--- config.mk ---
export PLATFORM = sky130hd
export DESIGN_NAME = memory_bus_arbiter
export DESIGN_NICKNAME = d
export VERILOG_FILES = /design/src/rtl/memory_arbiter_pkg.sv /design/src/rtl/memory_bus_arbiter.sv
export SDC_FILE = /design/constraint.sdc
export NUM_CORES = 1
export LEC_CHECK = 0
export ABC_AREA = 0
export CAP_MARGIN = 20
export CORE_MARGIN = 5
export CORE_UTILIZATION = 35
export DETAILED_ROUTE_END_ITERATION = 16
export HOLD_SLACK_MARGIN = 0.06
export PLACE_DENSITY = 0.86
export SYNTH_ARGS = -nofsm -noshare
export SYNTH_HDL_FRONTEND = slang
export SYNTH_SLANG_ARGS = --single-unit
--- constraint.sdc ---
create_clock -name clock -period 3.9 [get_ports clock]
set_clock_uncertainty 0.15 [all_clocks]
set_input_delay 0.78 -clock clock [delete_from_list [all_inputs] [get_ports clock]]
set_output_delay 0.78 -clock clock [all_outputs]
set_load 0.01 [all_outputs]
--- src/rtl/memory_arbiter_pkg.sv ---
// Shared types for the instruction/data memory bus arbiter.
package memory_arbiter_pkg;

   typedef enum logic [1:0] {
      Idle     = 2'd0,
      InstXfer = 2'd1,
      DataXfer = 2'd2
   } arbiter_state_t;

   typedef enum logic {
      GrantInst = 1'b0,
      GrantData = 1'b1
   } grant_t;

endpackage

--- src/rtl/memory_bus_arbiter.sv ---
// Round-robin merge of the instruction and data ports onto one Wishbone-classic master bus.
// Optional MEM_ARB_TIMEOUT_EN aborts a transfer that sees no bus_ack within TimeoutCycles.
module memory_bus_arbiter
   import memory_arbiter_pkg::*;
#(
   parameter int unsigned Width         = 32,
   parameter int unsigned TimeoutCycles = 255
) (
   input  logic               clock,
   input  logic               reset,
   input  logic               inst_mem_en,
   input  logic [Width-1:0]   inst_mem_addr,
   output logic               inst_mem_ack,
   output logic [Width-1:0]   inst_mem_dat,
   output logic               inst_mem_err,
   input  logic               data_mem_en,
   input  logic               data_mem_we,
   input  logic [Width-1:0]   data_mem_addr,
   input  logic [Width/8-1:0] data_mem_sel,
   input  logic [Width-1:0]   data_mem_wdat,
   output logic               data_mem_ack,
   output logic [Width-1:0]   data_mem_dat,
   output logic               data_mem_err,
   output logic               bus_cyc,
   output logic               bus_stb,
   output logic               bus_we,
   output logic [Width-1:0]   bus_addr,
   output logic [Width/8-1:0] bus_sel,
   output logic [Width-1:0]   bus_wdat,
   input  logic               bus_ack,
   input  logic [Width-1:0]   bus_rdat
);

   arbiter_state_t state;
   grant_t         last_grant;
   logic           grant_inst;
   logic           grant_data;
   logic           timeout_hit;

   // On contention the port that did not win last time gets the bus.
   always_comb begin
      grant_inst = inst_mem_en && (!data_mem_en || last_grant == GrantData);
      grant_data = data_mem_en && !grant_inst;
   end

   // A dropped enable still lets the bus cycle finish, but the ack is swallowed.
   always_comb begin
      inst_mem_ack = (state == InstXfer) && bus_ack && inst_mem_en;
      data_mem_ack = (state == DataXfer) && bus_ack && data_mem_en;
      inst_mem_dat = inst_mem_ack ? bus_rdat : '0;
      data_mem_dat = data_mem_ack ? bus_rdat : '0;
   end

`ifdef MEM_ARB_TIMEOUT_EN
   localparam int unsigned CntW = $clog2(TimeoutCycles + 1);
   logic [CntW-1:0] tmo_cnt;

   // Counter holds the number of completed ack-less Xfer cycles, so the limit is hit one early.
   always_ff @(posedge clock) begin
      if (!reset || state == Idle) begin
         tmo_cnt <= '0;
      end else if (!bus_ack) begin
         tmo_cnt <= tmo_cnt + 1'b1;
      end
   end

   always_comb begin
      timeout_hit  = (state != Idle) && !bus_ack && (tmo_cnt == CntW'(TimeoutCycles - 1));
      inst_mem_err = timeout_hit && (state == InstXfer);
      data_mem_err = timeout_hit && (state == DataXfer);
   end
`else
   always_comb begin
      timeout_hit  = 1'b0;
      inst_mem_err = 1'b0;
      data_mem_err = 1'b0;
   end
`endif

   assign bus_stb = bus_cyc;

   always_ff @(posedge clock) begin
      if (!reset) begin
         state      <= Idle;
         last_grant <= GrantInst;
         bus_cyc    <= 1'b0;
         bus_we     <= 1'b0;
         bus_addr   <= '0;
         bus_sel    <= '0;
         bus_wdat   <= '0;
      end else begin
         unique case (state)
            Idle: begin
               if (grant_inst) begin
                  state      <= InstXfer;
                  last_grant <= GrantInst;
                  bus_cyc    <= 1'b1;
                  bus_we     <= 1'b0;
                  bus_addr   <= inst_mem_addr;
                  bus_sel    <= '1;
                  bus_wdat   <= '0;
               end else if (grant_data) begin
                  state      <= DataXfer;
                  last_grant <= GrantData;
                  bus_cyc    <= 1'b1;
                  bus_we     <= data_mem_we;
                  bus_addr   <= data_mem_addr;
                  bus_sel    <= data_mem_sel;
                  bus_wdat   <= data_mem_wdat;
               end
            end
            InstXfer, DataXfer: begin
               if (bus_ack || timeout_hit) begin
                  state   <= Idle;
                  bus_cyc <= 1'b0;
               end
            end
            default: begin
               state   <= Idle;
               bus_cyc <= 1'b0;
            end
         endcase
      end
   end

endmodule
# After elaboration in Yosys (flattened, before gate mapping)
# Index checks and enable logic that the tools add are counted.
[totals]
inputBits = 138
output_inout_bits = 139
register_bits = 73
wordCells = 44
[op_classes]
n_eq_ne = 4
mux = 19
reduce_logical = 14
[op_table]
columns = ["cell", "count"]
rows = [
  ["$mux 32", 6],
  ["$mux 4", 2],
  ["$logic_and 1x1->1", 6],
  ["$mux 1", 6],
  ["$mux 2", 3],
  ["$pmux 2 s2", 1],
  ["$reduce_and 2->1", 2],
  ["$ne 3x3->1 const B", 1],
  ["$eq 2x1->1 const B", 1],
  ["$eq 2x2->1 const B", 1],
  ["$logic_not 1->1", 2],
  ["$logic_not 2->1", 1],
  ["$ne 2x2->1 const B", 1],
  ["$pmux 1 s2", 1],
  ["$reduce_bool 2->1", 1],
  ["$reduce_or 2->1", 1],
  ["$logic_or 1x1->1", 1],
]

# Depth between registers and ports, before layout
[logic_depth]
word_depth = 8
depth_mapped = 7
depth_no_buf = 5

# Worst setup path before layout
# Ideal clock, no wire load.
[synth_timing]
kind = "input port to output port"
startpoint = "in inst_mem_en"
endpoint = "out inst_mem_dat[10]"
path_stages = 4
slack_ps = 1493
arrival_ps = 1477
required_time_ps = 2970
path_buffers = 2
cell_sequence = "buf_6 > and3_1 > clkbuf_1 > and2_1"
[synth_via]
elab_chain_cells = 2
[synth_rtl]
columns = ["element", "line", "source"]
rows = [
  ["start, declared", "memory_bus_arbiter.sv:11", "input logic inst_mem_en,"],
  ["$logic_and 1x1->1", "memory_bus_arbiter.sv:48", "inst_mem_ack = (state == InstXfer) && bus_ack && inst_mem_en;"],
  ["$mux 32", "memory_bus_arbiter.sv:50", "inst_mem_dat = inst_mem_ack ? bus_rdat : '0;"],
  ["end, declared", "memory_bus_arbiter.sv:14", "output logic [Width-1:0] inst_mem_dat,"],
]
# No other way between the ends.

# Worst setup path in the final report
[layout_timing]
startpoint = "in data_mem_en"
endpoint = "out data_mem_dat[6]"
[layout_via]
elab_chain_cells = 2
[layout_rtl]
columns = ["element", "line", "source"]
rows = [
  ["start, declared", "memory_bus_arbiter.sv:16", "input logic data_mem_en,"],
  ["$logic_and 1x1->1", "memory_bus_arbiter.sv:49", "data_mem_ack = (state == DataXfer) && bus_ack && data_mem_en;"],
  ["$mux 32", "memory_bus_arbiter.sv:51", "data_mem_dat = data_mem_ack ? bus_rdat : '0;"],
  ["end, declared", "memory_bus_arbiter.sv:22", "output logic [Width-1:0] data_mem_dat,"],
]
# No other way between the ends.

==> reports/qor.txt <==
=================================================================================
Worst-case reg-to-reg path depth ...................................            6
Worst EP required ..................................................      2970 ps
Count of hold-fix buffers inserted at cts ..........................            0
Die Outline Area ...................................................   11540 um^2
Final Hold Viols ...................................................            0
Startpoint types ................................................... primary input
Gr busiest metal ...................................................         met2
Peak Freq ..........................................................    290.1 MHz
Clock latency of the later-clocked register in the worst-skew pair .       330 ps
Utilization after layout ...........................................       0.6749
CP Max Fanout ......................................................           33
Drt total wl .......................................................     14020 um
Final ANT Viol Nets ................................................            0
Final setup fails ..................................................            0
Combinational cell fraction of total power .........................        0.323
Slew at the pin with the worst max-slew slack ......................     931.3 ps
Final Hold Slack ...................................................     333.8 ps
Final min period ...................................................      3447 ps
Vertical die dimension .............................................     107.4 um
Number of I/O pins .................................................          277
PnR Total Power ....................................................     2.117 mW
Cell internal pwr ..................................................     1.477 mW
Fraction of layout instances using a drive strength above 1 ........      0.04403
GRT Util Overall ...................................................       0.2281
Synthesized netlist cell count .....................................          380
Buffer levels on the longest clock path ............................            2
Area of the core ...................................................    9240 um^2
Nets ...............................................................          772
Post-detailed-placement half-perimeter wirelength ..................     10980 um
First-pass GRT wire length .........................................     20670 um
Arrival time at the worst endpoint .................................      2520 ps
Sequential share of power ..........................................        0.420
Setup_tns ..........................................................         0 ps
Reg2reg start ...................................................... state[0]$_SDFFE_PN0P_
Pre-Repair DR Iteration Count ......................................            6
Placed standard-cell area ..........................................    6055 um^2
Area growth syn-to-layout ..........................................       87.65%
Horizontal die dimension ...........................................     107.4 um
Max-capacitance violation count ....................................            0
Average vias per placed instance ...................................        5.068
Met3 track demand over resource in global routing ..................      0.06599
Average instance area after synthesis ..............................   8.745 um^2
Filler-free cell count of the finished design ......................          766
Reg2Reg Setup Slack ................................................      1840 ps
Crit path kind .....................................................    in -> out
Fill cell instance count of the final layout .......................          741
Worst relative slew slack ..........................................       0.3791
Capture point of the critical path ................................. data_mem_dat[6]
Ratio of total power to cell area .................................. 339.5 nW/um^2
Post-CTS resize count ..............................................            0
Std-Cell Rows ......................................................           35
Worst slack at placement ...........................................     442.7 ps
Netlist Area Pre-Place .............................................    3323 um^2
RSZ-0062 raised after global routing ...............................        false
Iteration-0 DRC count of the detailed router .......................          196
Kind of end point of the critical path ............................. primary output
Count of yosys warnings during synthesis ...........................            0
Final weighted congestion of routability-driven global placement ...       0.8957
Worst reg2reg path endpoint ........................................ bus_wdat[4]$_SDFFE_PN0P_
Final worst-path cycle share .......................................       0.8839
Routed via count ...................................................         3882
Leakage power of the design ........................................     2.334 nW
Antenna violations before repair ...................................            1
Total clock buffers created by CTS .................................            9
Register area share after synthesis ................................       0.4398
Synth Register Bits ................................................           73
Worst setup path startpoint ........................................  data_mem_en
Starting density of the core .......................................       0.3596
Post-CTS setup buffer count ........................................            0
Leftover overflow at the end of global routing .....................            0
Pin count of the biggest net entering global routing ...............           74
Switching power ....................................................    0.6403 mW
GRT met2 Usage .....................................................       0.4330
Drt wl/cell ........................................................     18.30 um
Via count of the first global-routing pass .........................         3837
Classification of the worst-slack hold path ........................   reg -> reg
TritonCTS clock tree ...............................................         done
Proportion of total power due to net switching .....................       0.3025
Met1 routing resource usage after global routing ...................       0.2319
Final count of pins violating max slew .............................            0
IR Drop Worst-Case VDD .............................................  0.0001830 V
Library cells used by synthesis ....................................           31
Final standard cell area without fillers ...........................    6236 um^2
Fraction of power consumed by the clock network ....................        0.257
Number of buffers inserted by port buffering .......................          274
Result of the run ..................................................    completed
# clock sinks ......................................................           73
Total instance count after detailed placement ......................          749
Slack of the critical path .........................................     452.7 ps
Cell at the root of the clock tree ................................. sky130_fd_sc_hd__clkbuf_8
DRC viols ..........................................................            0
H-tree level count .................................................            3
Reg clk slew, reported paths .......................................        80 ps
=================================================================================
-- Yosys cell counts, drive strengths merged --
library cell  count  area, um^2
nor3              1       5.000
clkbuf           16       61.30
buf              27       182.7
nor2              2       7.510
a32o              2       20.02
a21o              1       7.510
and3              2       12.51
nand2b            1       6.260
nand2             2       7.510
and2             64       400.4
a21oi             9       48.80
conb              1       3.750
inv               3       11.26
nand3            34       170.2
nor2b             2       15.02
and2b             1       7.510
dfxtp            73        1461
o21a              1       8.760
o211a             1       10.01
o21ai            68       340.3
a31oi            32       200.2
a22o             33       289.0
a31o              1       8.760
ha                3       37.54
-- layer usage --
metal / up-vias / part of all wire
met1: 1782 / 0.36
met4: 0 / 0.029
met5: - / 0
met3: 29 / 0.081
li1: 1866 / -
met2: 205 / 0.53
-- worst min path at each step --
stage | from | end | depth (start not counted)
after detailed placement | bus_wdat[24]$_SDFFE_PN0P_ | bus_wdat[24]$_SDFFE_PN0P_ | 1
after CTS | bus_wdat[15]$_SDFFE_PN0P_ | bus_wdat[15]$_SDFFE_PN0P_ | 1
after global routing | bus_wdat[1]$_SDFFE_PN0P_ | bus_wdat[1]$_SDFFE_PN0P_ | 1
final | bus_wdat[10]$_SDFFE_PN0P_ | bus_wdat[10]$_SDFFE_PN0P_ | 1
after global placement | bus_wdat[5]$_SDFFE_PN0P_ | bus_wdat[5]$_SDFFE_PN0P_ | 1
after floorplan | state[1]$_SDFFE_PN0P_ | state[1]$_SDFFE_PN0P_ | 1
-- layout by cell type, fill, tap and decap left out, types with 2 or more instances in the layout --
master                            synthesis  routed
sky130_fd_sc_hd__o21ai_0                 58      58
sky130_fd_sc_hd__nand3_1                 34      34
sky130_fd_sc_hd__buf_4                    4       7
sky130_fd_sc_hd__inv_1                    2       2
sky130_fd_sc_hd__and2_1                  64      64
sky130_fd_sc_hd__inv_6                    0       2
sky130_fd_sc_hd__nor2_1                   2       2
sky130_fd_sc_hd__ha_1                     3       3
sky130_fd_sc_hd__o21ai_1                 10      10
sky130_fd_sc_hd__a21oi_1                  8       8
sky130_fd_sc_hd__a22o_1                  33      33
sky130_fd_sc_hd__a31oi_1                 32      32
sky130_fd_sc_hd__dfxtp_1                 73      73
sky130_fd_sc_hd__clkinvlp_4               0       2
sky130_fd_sc_hd__a32o_1                   2       2
sky130_fd_sc_hd__clkdlybuf4s50_1          0     274
sky130_fd_sc_hd__clkbuf_8                 0      10
sky130_fd_sc_hd__conb_1                   1       2
sky130_fd_sc_hd__nand2_1                  2       2
sky130_fd_sc_hd__and3_1                   2       2
-- worst max-delay path, cell delays in order --
cell and delay [ps]:
sky130_fd_sc_hd__clkdlybuf4s50_1 570, sky130_fd_sc_hd__and3_1 190, sky130_fd_sc_hd__buf_4 250, sky130_fd_sc_hd__and2_1 170, sky130_fd_sc_hd__clkdlybuf4s50_1 550
-- power groups by stage --
stage          Combinational [mW]  Clock (mW)  Sequential [mW]
3_5_place_dp                0.685           0            0.905
2_1_floorplan               0.252           0            0.944
5_1_grt                     0.735       0.589            0.902
3_3_place_gp                0.669           0            0.900
6_report                    0.684       0.543            0.890
4_1_cts                     0.689       0.556            0.889
-- cells by family (layout without fill, tap and decap cells) --
kind of cell             count (synthesis)  after routing  synth area share
adder cells (fa/ha/maj)                  3              3           0.01130
other                                    1              3          0.001128
buffers and inverters                   46            301           0.07680
AND/OR/NAND/NOR                        109            109            0.1901
AO/OA/AOI/OAI                          148            148            0.2809
flip-flops                              73             73            0.4398
-- registers in the layout, indices dropped and copies added (netlist names) --
register,flops
bus_cyc,1
bus_wdat,32
bus_we,1
bus_addr,32
state,2
last_grant,1
bus_sel,4
-- layout make-up --
cell class | instances | area (um^2) | share of cell area
repair buffers | 282 | 2810 | 0.4506
clock buffers | 11 | 141.4 | 0.02267
flip-flops and latches | 73 | 1461 | 0.2343
clock inverters | 5 | 37.54 | 0.006019
diodes | 1 | 2.502 | 0.0004013
well taps | 129 | 161.4 | 0.02588
inverters | 3 | 11.26 | 0.001806
multi-input cells | 262 | 1610 | 0.2582
(Power assumes the default switching activity.)
